$ cat src/rtl/wisc_pkg.sv
// Shared WISC opcode and condition-code encodings, plus the per-opcode flag write mask.
package wisc_pkg;

  localparam logic [3:0] OP_ADD    = 4'h0;
  localparam logic [3:0] OP_SUB    = 4'h1;
  localparam logic [3:0] OP_XOR    = 4'h2;
  localparam logic [3:0] OP_RED    = 4'h3;
  localparam logic [3:0] OP_SLL    = 4'h4;
  localparam logic [3:0] OP_SRA    = 4'h5;
  localparam logic [3:0] OP_ROR    = 4'h6;
  localparam logic [3:0] OP_PADDSB = 4'h7;
  localparam logic [3:0] OP_LW     = 4'h8;
  localparam logic [3:0] OP_SW     = 4'h9;
  localparam logic [3:0] OP_LLB    = 4'hA;
  localparam logic [3:0] OP_LHB    = 4'hB;
  localparam logic [3:0] OP_B      = 4'hC;
  localparam logic [3:0] OP_BR     = 4'hD;
  localparam logic [3:0] OP_PCS    = 4'hE;
  localparam logic [3:0] OP_HLT    = 4'hF;

  localparam logic [2:0] CC_NE = 3'b000;
  localparam logic [2:0] CC_EQ = 3'b001;
  localparam logic [2:0] CC_GT = 3'b010;
  localparam logic [2:0] CC_LT = 3'b011;
  localparam logic [2:0] CC_GE = 3'b100;
  localparam logic [2:0] CC_LE = 3'b101;
  localparam logic [2:0] CC_OV = 3'b110;
  localparam logic [2:0] CC_UN = 3'b111;

  // Mask bit order matches the flag register: {Z, V, N}
  function automatic logic [2:0] writes_flags(input logic [3:0] opcode);
    logic [2:0] mask;
    case (opcode)
      OP_ADD, OP_SUB:                  mask = 3'b111;
      OP_XOR, OP_SLL, OP_SRA, OP_ROR:  mask = 3'b100;
      OP_RED, OP_PADDSB, OP_LW, OP_SW,
      OP_LLB, OP_LHB, OP_B, OP_BR,
      OP_PCS, OP_HLT:                  mask = 3'b000;
      default:                         mask = 3'b000;
    endcase
    return mask;
  endfunction

endpackage

$ cat src/rtl/flag_cond_eval.sv
// Combinational branch condition evaluator: (Z, V, N, ccc) -> taken.
// Shared with the BR target mux, so it holds no state.
module flag_cond_eval
  import wisc_pkg::*;
(
  input  logic       z,
  input  logic       v,
  input  logic       n,
  input  logic [2:0] ccc,
  output logic       taken
);

  always_comb begin
    taken = 1'b0;
    case (ccc)
      CC_NE:   taken = ~z;
      CC_EQ:   taken = z;
      CC_GT:   taken = ~z & ~n;
      CC_LT:   taken = n;
      CC_GE:   taken = z | (~z & ~n);
      CC_LE:   taken = n | z;
      CC_OV:   taken = v;
      CC_UN:   taken = 1'b1;
      default: taken = 1'b0;
    endcase
  end

endmodule

$ cat src/rtl/flag_branch_unit.sv
// Architectural flag register and registered branch resolution.
// Optional FLAG_BYPASS_EN forwards same-cycle ALU flags instead of raising br_hazard.
module flag_branch_unit
  import wisc_pkg::*;
#(
  parameter int         NUM_CC   = 8,
  parameter logic [2:0] FLAG_RST = 3'b000
) (
  input  logic                      clk,
  input  logic                      rst,
  input  logic                      stall,
  input  logic                      flush,
  input  logic                      ex_valid,
  input  logic [3:0]                ex_opcode,
  input  logic                      Z_set,
  input  logic                      V_set,
  input  logic                      N_set,
  input  logic                      br_valid,
  input  logic [$clog2(NUM_CC)-1:0] br_ccc,
  output logic                      Z,
  output logic                      V,
  output logic                      N,
  output logic                      br_done,
  output logic                      br_taken,
  output logic                      br_hazard
);

  logic [2:0] flags_q;
  logic [2:0] alu_flags;
  logic [2:0] wr_mask;
  logic [2:0] eval_flags;
  logic       cond_taken;
  logic       br_accept;
  logic       br_done_q;
  logic       br_taken_q;

  assign alu_flags = {Z_set, V_set, N_set};

  // A flushed instruction never writes, so the mask already folds in flush
  always_comb begin
    wr_mask = 3'b000;
    if (ex_valid && !flush)
      wr_mask = writes_flags(ex_opcode);
  end

`ifdef FLAG_BYPASS_EN
  assign eval_flags = (wr_mask & alu_flags) | (~wr_mask & flags_q);
  assign br_hazard  = 1'b0;
`else
  assign eval_flags = flags_q;
  assign br_hazard  = br_valid & (|wr_mask);
`endif

  assign br_accept = br_valid & ~stall & ~flush & ~br_hazard;

  flag_cond_eval u_cond (
    .z     (eval_flags[2]),
    .v     (eval_flags[1]),
    .n     (eval_flags[0]),
    .ccc   (br_ccc),
    .taken (cond_taken)
  );

  // Stall freezes every register, including a pending br_done pulse
  always_ff @(posedge clk or posedge rst) begin
    if (rst) begin
      flags_q    <= FLAG_RST;
      br_done_q  <= 1'b0;
      br_taken_q <= 1'b0;
    end else if (!stall) begin
      flags_q    <= (wr_mask & alu_flags) | (~wr_mask & flags_q);
      br_done_q  <= br_accept;
      br_taken_q <= br_accept & cond_taken;
    end
  end

  assign Z        = flags_q[2];
  assign V        = flags_q[1];
  assign N        = flags_q[0];
  assign br_done  = br_done_q;
  assign br_taken = br_taken_q;

endmodule

$ cat config.mk
export PLATFORM = sky130hd
export DESIGN_NAME = flag_branch_unit
export DESIGN_NICKNAME = d
export VERILOG_FILES = /design/src/rtl/wisc_pkg.sv /design/src/rtl/flag_cond_eval.sv /design/src/rtl/flag_branch_unit.sv
export SDC_FILE = /design/constraint.sdc
export NUM_CORES = 1
export LEC_CHECK = 0
export CORE_AREA = 4 4 41 43
export CTS_CLUSTER_SIZE = 28
export DETAILED_ROUTE_END_ITERATION = 10
export DIE_AREA = 0 0 45 47
export SETUP_SLACK_MARGIN = 0.05
export SLEW_MARGIN = 15
export SYNTH_ARGS = -nofsm -noshare
export SYNTH_HDL_FRONTEND = slang
export SYNTH_HIERARCHICAL = 1
export SYNTH_SLANG_ARGS = --single-unit
$ cat constraint.sdc
create_clock -name clk -period 2.3 [get_ports clk]
set_clock_uncertainty 0.05 [all_clocks]
set_input_delay 0.23 -clock clk [delete_from_list [all_inputs] [get_ports clk]]
set_output_delay 0.23 -clock clk [all_outputs]
set_load 0.1 [all_outputs]
# --- Word-level counts from Yosys, hierarchy flattened ---
# Memories as Yosys holds them, arrays and structs flattened.
# Index checks and enable logic that the tools add are counted.
# W data, S select, Z words.
totals:
  out_inout_bits: 6
  romBits: 48
  inputBits: 16
  elab_cells: 34
  n_memories: 1
  regBits: 5
classes:
  bitwise_logic: 17
  n_eq_ne: 7
  reduce_logical: 4
  mux: 2
memory_table:
  columns: ["memory", "words", "word_bits", "read_ports", "rd_ports_with_merged_regs", "wr", "line_no", "source"]
  rows:
  - ["(no name shown)", 16, 3, 1, 0, 0, "wisc_pkg.sv:33", "case (opcode)"]
ops:
  columns: ["op", "count"]
  rows:
  - ["$eq A3 B3 Y1 const B", 4]
  - ["$pmux W1 S8", 1]
  - ["$and A1 B1 Y1", 6]
  - ["$and A3 B3 Y3", 2]
  - ["$eq A3 B2 Y1 const B", 2]
  - ["$not A1 Y1", 5]
  - ["$eq A3 B1 Y1 const B", 1]
  - ["$logic_not A3 Y1", 1]
  - ["$mux W3", 1]
  - ["$not A3 Y3", 1]
  - ["$or A3 B3 Y3", 1]
  - ["$reduce_or A3 Y1", 1]
  - ["$or A1 B1 Y1", 2]
  - ["$logic_and A1 B1 Y1", 1]
  - ["$logic_not A1 Y1", 1]

# --- Longest topological paths before layout ---
# Gate-level depths: netlist (run 1).
depth:
  word_depth: 8
  ltp_mapped: 6
  mapped_depth_nobuf: 6

# --- By module ---
# The synthesis (run 1) kept the hierarchy.
modules_own_cells:
  columns: ["module", "instances", "seq_area_each_um2", "cells_per_inst", "area_per_inst_um2"]
  rows:
  - ["flag_branch_unit", 1, 125.1, 22, 257.7]
  - ["flag_cond_eval", 1, 0.0, 11, 76.3]

# --- Least setup slack after synthesis (run 1) ---
# Ideal clock, no wire load.
synth_path:
  path_type: "flip-flop to flip-flop"
  from: "register with a tool-made name"
  to: "register br_taken_q (netlist: br_taken)"
  arrival_time_ns: 1.895
  period_less_slack_ns: 2.066
  setup_time_ns: 0.121
  stages_incl_launch_ff: 7
  path_buffers: 0
  path_slack_ns: 0.234
  t_required_ns: 2.129
  cell_sequence: "dfrtp_1 -> nand2_1 -> mux2i_1 -> a21oi_1 -> o21a_1 -> and2b_2 -> a22o_2"
synth_lines:
  columns: ["item", "line_no", "source"]
  rows:
  - ["end signal, assigned", "flag_branch_unit.sv:73", "br_taken_q <= br_accept & cond_taken;"]
  - ["end, declared", "flag_branch_unit.sv:35", "logic br_taken_q;"]

# --- Worst setup path after layout (run 1) ---
layout_path:
  from: "input br_ccc[0]"
  to: "register br_taken_q (netlist: br_taken)"
layout_between:
  elab_chain_len: 3
  word_cells_on_any_way: 10
  cone_classes: "eq/ne: 7; mux: 1; bitwise: 1; reduce/logical: 1"
layout_rtl:
  columns: ["item", "line_no", "source"]
  rows:
  - ["start, declared", "flag_branch_unit.sv:19", "input logic [$clog2(NUM_CC)-1:0] br_ccc,"]
  - ["$eq A3 B3 Y1 (tied with other cells)", "flag_cond_eval.sv:15", "case (ccc)"]
  - ["$pmux W1 S8 *", "flag_cond_eval.sv:15", null]
  - ["named net cond_taken", "flag_branch_unit.sv:32", "logic cond_taken;"]
  - ["$and A1 B1 Y1 *", "flag_branch_unit.sv:73", null]
# Mark *: on every way through the listed nets, which the timed path passes. The rest lies on a longest branch.
# A chain may end at the register's enable or synchronous reset.

==> results.toml, run 1 <==
[global_routing]
grt_pass1_wl_um = 1159
grt_pass1_vias = 279
grt_overflow_total = 0
antenna_found_initial = 0
grt_max_degree = 6
grt_usage_pct = 7.692

[route]
ant_nets = 0
drt_iter0_markers = 2
dr_total_vias = 324
wl_um = 744
first_pass_iters = 2
wire_per_inst_um = 10.19
vias_per_cell = 4.438
drcViolationCount = 0

[synthesis]
ys_top_cells_by_area = "dfrtp_1 (37%), mux2_1 (6.7%), mux2i_1 (6.0%)"
yosysTopAreaCell = "dfrtp_1"
synth_top_area_share_pct = 37.45
async_reset_ff_share_pct = 100.0
ys.warnings.count = 6
seq_area_frac_synth_pct = 37.45
synthCells = 33
ys_dominant_reg_cell = "dfrtp_1"
synth.avg_cell_area_um2 = 10.12
synth_commonest_cells = "dfrtp_1 (5), nand2_1 (3)"
synth_most_common_cell = "dfrtp_1"
synth.cell_area_um2 = 334.1
ys_ff_latch = 5
synth_edf_count = 0
synthesis.nets = 49
synthDistinctLibCells = 21

[sta]
setup_viol = 0
worst_slew_margin_rel_pct = 81.59
fin_crit_sh_pct = 69.03
worstMarginPinSlew_ns = 0.2784
hold_ws_ns = 0.1299
slew_viol_final = 0
rsz0062_at_grt = "no"
hold_violations = 0
max_freq_mhz = 629.8
finalSetupTns_ns = 0
fin_crit_ns = 1.588

[clock_tree]
path_clk_slew_ns = 0.05
root_buffer = "clkbuf_4"
postCtsResizedCells = 0
cts_buffers = 3
cts_sinks = 5
cts_setup_buffers = 0
cts_tree = "done"
clk_path_buf_depth = 2
htreeDepth = 1
cts_hold_buffers = 0
clock_latency_ns = 0.24

[placement]
dp_hpwl_um = 650.4
place_congestion = 0.6732
port_buffers = 21
placed_area_um2 = 560.5

[floorplanning]
start_util_pct = 25.67
die_height_um = 47
fp.dieArea_um2 = 2115
coreArea_um2 = 1301
rows = 13
die_w_um = 45
io_pins = 22

[layout]
fin_area_um2 = 586.8
nFillCells = 136
nets = 75
area_delta_synth_final_pct = 75.66
drive_gt1_share_pct = 29.31
diodes = 0
post-route-util_pct = 45.10

[power_and_ir_drop]
p_total_w = 0.0004268
power_density_nw_per_um2 = 727.4
ir_drop_v = 0.0005415
p_leak_nw = 0.2661

[critical_path]
worstSetupPathType = "input port to register"
critical_path.top_delay_family = "compound AO/OA/AOI/OAI gates"
worstPathArrival_ns = 1.67
cpPeakStageDelay_ns = 0.48
crit_path_top_delay_cell = "clkdlybuf4s50_1"
crit_path_end_kind = "register"
cp.required_ns = 2.38
cp-start-kind = "input port"
cp_cell_sequence = "clkdlybuf4s50_1 -> nor2b_2 -> mux2i_1 -> o31a_1 -> o21a_1 -> and2b_2 -> a22o_2"
crit_buf_inv = 1
crit_fanout = 5

[run]
maxCapViolCount = 0

[min_path]
min_path_type = "input port to asynchronous set/reset pin"

[run_status]
status = "complete, no violations"
## placed cells by master, fill, tap and decap left out
cell type / netlist / final
mux2i_1: 2 / 2
nand2_1: 3 / 3
inv_1: 2 / 2
clkdlybuf4s50_1: 0 / 15
mux2_1: 2 / 2
o21a_1: 1 / 1
a22o_2: 1 / 1
nor2b_4: 1 / 1
mux2_4: 1 / 1
mux2_2: 1 / 1
o21ai_0: 1 / 1
o31a_1: 1 / 1
buf_12: 0 / 1
nor2b_2: 1 / 1
nor2_1: 2 / 2
clkbuf_4: 0 / 3
a21oi_1: 2 / 2
nand3_2: 1 / 1
nand3_1: 1 / 1
and2b_2: 1 / 1
nand2b_1: 2 / 2
clkbuf_1: 0 / 1
buf_4: 0 / 5
nor2_2: 1 / 1
dfrtp_1: 5 / 5
nand3b_1: 1 / 1
## final cells by class
class	count	area (µm²)	share of cell area, %
clock buffer	4	26.28	4.478
inverter	2	7.507	1.279
multi-input combinational	26	201.4	34.33
sequential	5	125.1	21.32
tap	15	18.77	3.198
timing repair buffer	21	207.7	35.39
## power breakdown
part           total (W)  switching, W  leakage (nW)  internal (W)
clock           0.000103     0.0000374        0.0150     0.0000657
combinational   0.000207      0.000136         0.187     0.0000708
sequential      0.000116     0.0000142        0.0643      0.000102
## cells by family (layout without fill, tap and decap cells)
kind of cell	count (synthesis)	in the layout	synth area share (%)
DFF	5	5	37.45
muxes	6	6	20.60
AOI/OAI and AO/OA	6	6	12.36
and+or+nand+nor	14	14	27.34
buffers and inverters	2	27	2.248
## stage by stage
step / setup slack, ns / std cells
3_5_place_dp: 0.4491 / 69
6_report: 0.7122 / 73
3_3_place_gp: 0.4577 / 69
2_1_floorplan: 0.2338 / 33
4_1_cts: 0.7063 / 73
5_1_grt: 0.6446 / 73
## worst register-to-register path, stage by stage, from the launching register on
cell,delay (ns)
dfrtp_1,0.42
nand2b_1,0.16
mux2i_1,0.14
a21oi_1,0.06
o21a_1,0.17
and2b_2,0.18
a22o_2,0.21
## per-layer routing
layer	track usage (%)	wire [µm]
met1	9.885	342
met2	10.73	315
met3	3.831	86
met4	3.509	0
met5	0	0
## path summary, 6_finish.rpt
check	slack (ns)	start	cells past startpoint	to
setup / recovery	0.71	br_ccc[0]	7	br_taken
hold / removal	0.13	rst	2	br_taken
setup reg to reg	0.80	register	6	br_taken
hold reg to reg	0.47	br_taken	1	br_taken
max in group asynchronous	1.90	rst	2	asynchronous set/reset pin
min in group clk	0.47	br_taken	1	br_taken
(Power assumes the default switching activity.)
==> run 2, diff against run 1 <==
==> constraint.sdc (replaced) <==
create_clock -name clk -period 1.4 [get_ports clk]
set_clock_uncertainty 0.05 [all_clocks]
set_input_delay 0.14 -clock clk [delete_from_list [all_inputs] [get_ports clk]]
set_output_delay 0.14 -clock clk [all_outputs]
set_load 0.1 [all_outputs]
==> results.toml, run 2 (synthesis results as in run 1) <==
[floorplanning]
rows = 13
coreArea_um2 = 1301
die_height_um = 47
start_util_pct = 25.67
die_w_um = 45
io_pins = 22
fp.dieArea_um2 = 2115

[critical_path]
crit_fanout = 3
crit_path_top_delay_cell = "dfrtp_2"
reg2reg_depth = 5
cp.required_ns = 1.48
cp_cell_sequence = "buf_4 -> o31a_1 -> o21a_1 -> and2b_2 -> a22o_2"
crit_path_end_kind = "register"
worstPathArrival_ns = 1.54
worstSetupPathType = "register to register"
cp-start-kind = "register"
cpPeakStageDelay_ns = 0.40

[run]
maxCapViolCount = 0

[layout]
nets = 83
diodes = 0
final_cell_mix = "clkdlybuf4s50_1 (12), buf_4 (8), buf_12 (6), dfrtp_1 (3), clkbuf_4 (3)"
drive_gt1_share_pct = 46.97
area_delta_synth_final_pct = 119.1
final_cells = 81
post-route-util_pct = 56.25
nFillCells = 126
fin_area_um2 = 732.0
final_common_cell = "clkdlybuf4s50_1"

[clock_tree]
cts_buffers = 3
htreeDepth = 1
clk_path_buf_depth = 2
cts_tree = "done"
cts_sinks = 5
root_buffer = "clkbuf_4"
clock_latency_ns = 0.25
cts_hold_buffers = 0
path_clk_slew_ns = 0.05

[power_and_ir_drop]
ir_drop_v = 0.0005166
seq_power_share_pct = 22.7
p_leak_nw = 0.3435
combPwrFrac_pct = 56.8
p_sw_w = 0.0003367
internal_power_w = 0.0005037
swShare_pct = 40.06
clock_power_share_pct = 20.4
power_density_nw_per_um2 = 1148

[global_routing]
grt_max_degree = 6
grt_overflow_total = 0
antenna_found_initial = 0
grt_pass1_vias = 333
grt_pass1_wl_um = 1386
grt_usage_pct = 9.618

[sta]
slew_viol_final = 0
worst_slew_margin_rel_pct = 79.90
hold_violations = 0
rsz0062_at_grt = "yes"
finalWorstSetupSlack_ns = -0.06534
fin_crit_ns = 1.465
worstMarginPinSlew_ns = 0.3015
max_freq_mhz = 682.4
setup_viol = 1
fin_crit_sh_pct = 104.7

[min_path]
min_path_type = "input port to asynchronous set/reset pin"

[route]
dr_total_vias = 344
ant_nets = 0
vias_per_cell = 4.247
first_pass_iters = 2
wire_per_inst_um = 10.23
wl_um = 829
drt_iter0_markers = 4
drcViolationCount = 0

[placement]
placed_area_um2 = 658.1
dp_slack_ns = -0.3601
place_congestion = 0.7101
dp_hpwl_um = 649.5
port_buffers = 21
dp_cells = 73

[run_status]
status = "finished with violations"
violations = "setup timing"
-- run 2: changes by cell type in the layout (fill, tap and decap cells not counted), sizes merged --
cell / delta
buf: +8
clkdlybuf4s50: -3
dlygate4sd2: +2
dlymetal6s2s: +1
-- run 2: worst paths after layout --
path | start | to | slack [ns]
setup reg to reg | register | br_taken | -0.07
setup / recovery | register | br_taken | -0.07
min in group clk | N_set | register | 0.44
hold / removal | rst | br_done | 0.04
max in group asynchronous | rst | asynchronous set/reset pin | 1.08
hold reg to reg | register | register | 0.51
-- run 2: timing repair --
item / in CTS / in global routing
buffers inserted: 3 / 1
endpoints found under the setup margin: 2 / 2
pin swaps: 4 / 2
gates resized for setup: 5 / 2
-- run 2: final cells by class --
| type | instances | area, µm² | share of cell area (%) |
|---|---|---|---|
| Clock buffer | 4 | 26.28 | 3.590 |
| Inverter | 2 | 7.507 | 1.026 |
| Multi-Input combinational cell | 26 | 221.5 | 30.26 |
| Sequential cell | 5 | 127.6 | 17.44 |
| Tap cell | 15 | 18.77 | 2.564 |
| Timing Repair Buffer | 29 | 330.3 | 45.13 |
-- run 2: through the flow --
stage,power (W),setup TNS [ns],hold WS (ns)
after global routing,0.0008877,-0.1384,0.06499
after detailed placement,0.0006416,-0.3601,0.2989
final,0.0008404,-0.06534,0.04027
after CTS,0.0008438,-0.07681,0.04348
after global placement,0.0006416,-0.3543,0.3045
after floorplan,0.0004366,-0.3703,-0.1316
-- run 2: power by group through the flow --
stage | logic, W | registers (W) | clock network (W)
2_1_floorplan | 0.0000755 | 0.000361 | 0
3_3_place_gp | 0.000447 | 0.000195 | 0
3_5_place_dp | 0.000448 | 0.000194 | 0
4_1_cts | 0.000469 | 0.000193 | 0.000181
5_1_grt | 0.000500 | 0.000196 | 0.000192
6_report | 0.000478 | 0.000191 | 0.000172
-- run 2: routing by layer --
metal | vias up | share of wire [%] | routed length, µm | GRT usage [%]
met3 | 2 | 9.3 | 77 | 3.448
met2 | 14 | 51 | 425 | 14.12
li1 | 179 | - | - | -
met4 | 0 | 1.8 | 15 | 8.772
met5 | - | 0 | 0 | 0
met1 | 149 | 37 | 310 | 10.88
-- run 2: worst max-delay path, delay by kind of cell, from the launching register on --
kind,cells,cell delay (ns)
buffers and inverters,1,0.14
AOI/OAI and AO/OA,3,0.58
and+or+nand+nor,1,0.18
DFF,1,0.40
==> run 3, diff against run 2 <==
--- a/config.mk
+++ b/config.mk
@@ -10,7 +10,6 @@
 export DETAILED_ROUTE_END_ITERATION = 10
 export DIE_AREA = 0 0 45 47
 export SETUP_SLACK_MARGIN = 0.05
-export SLEW_MARGIN = 15
 export SYNTH_ARGS = -nofsm -noshare
 export SYNTH_HDL_FRONTEND = slang
 export SYNTH_HIERARCHICAL = 1
==> results of run 3 <==
Same layout as run 2: the final DEF is identical, and so are final timing and power.
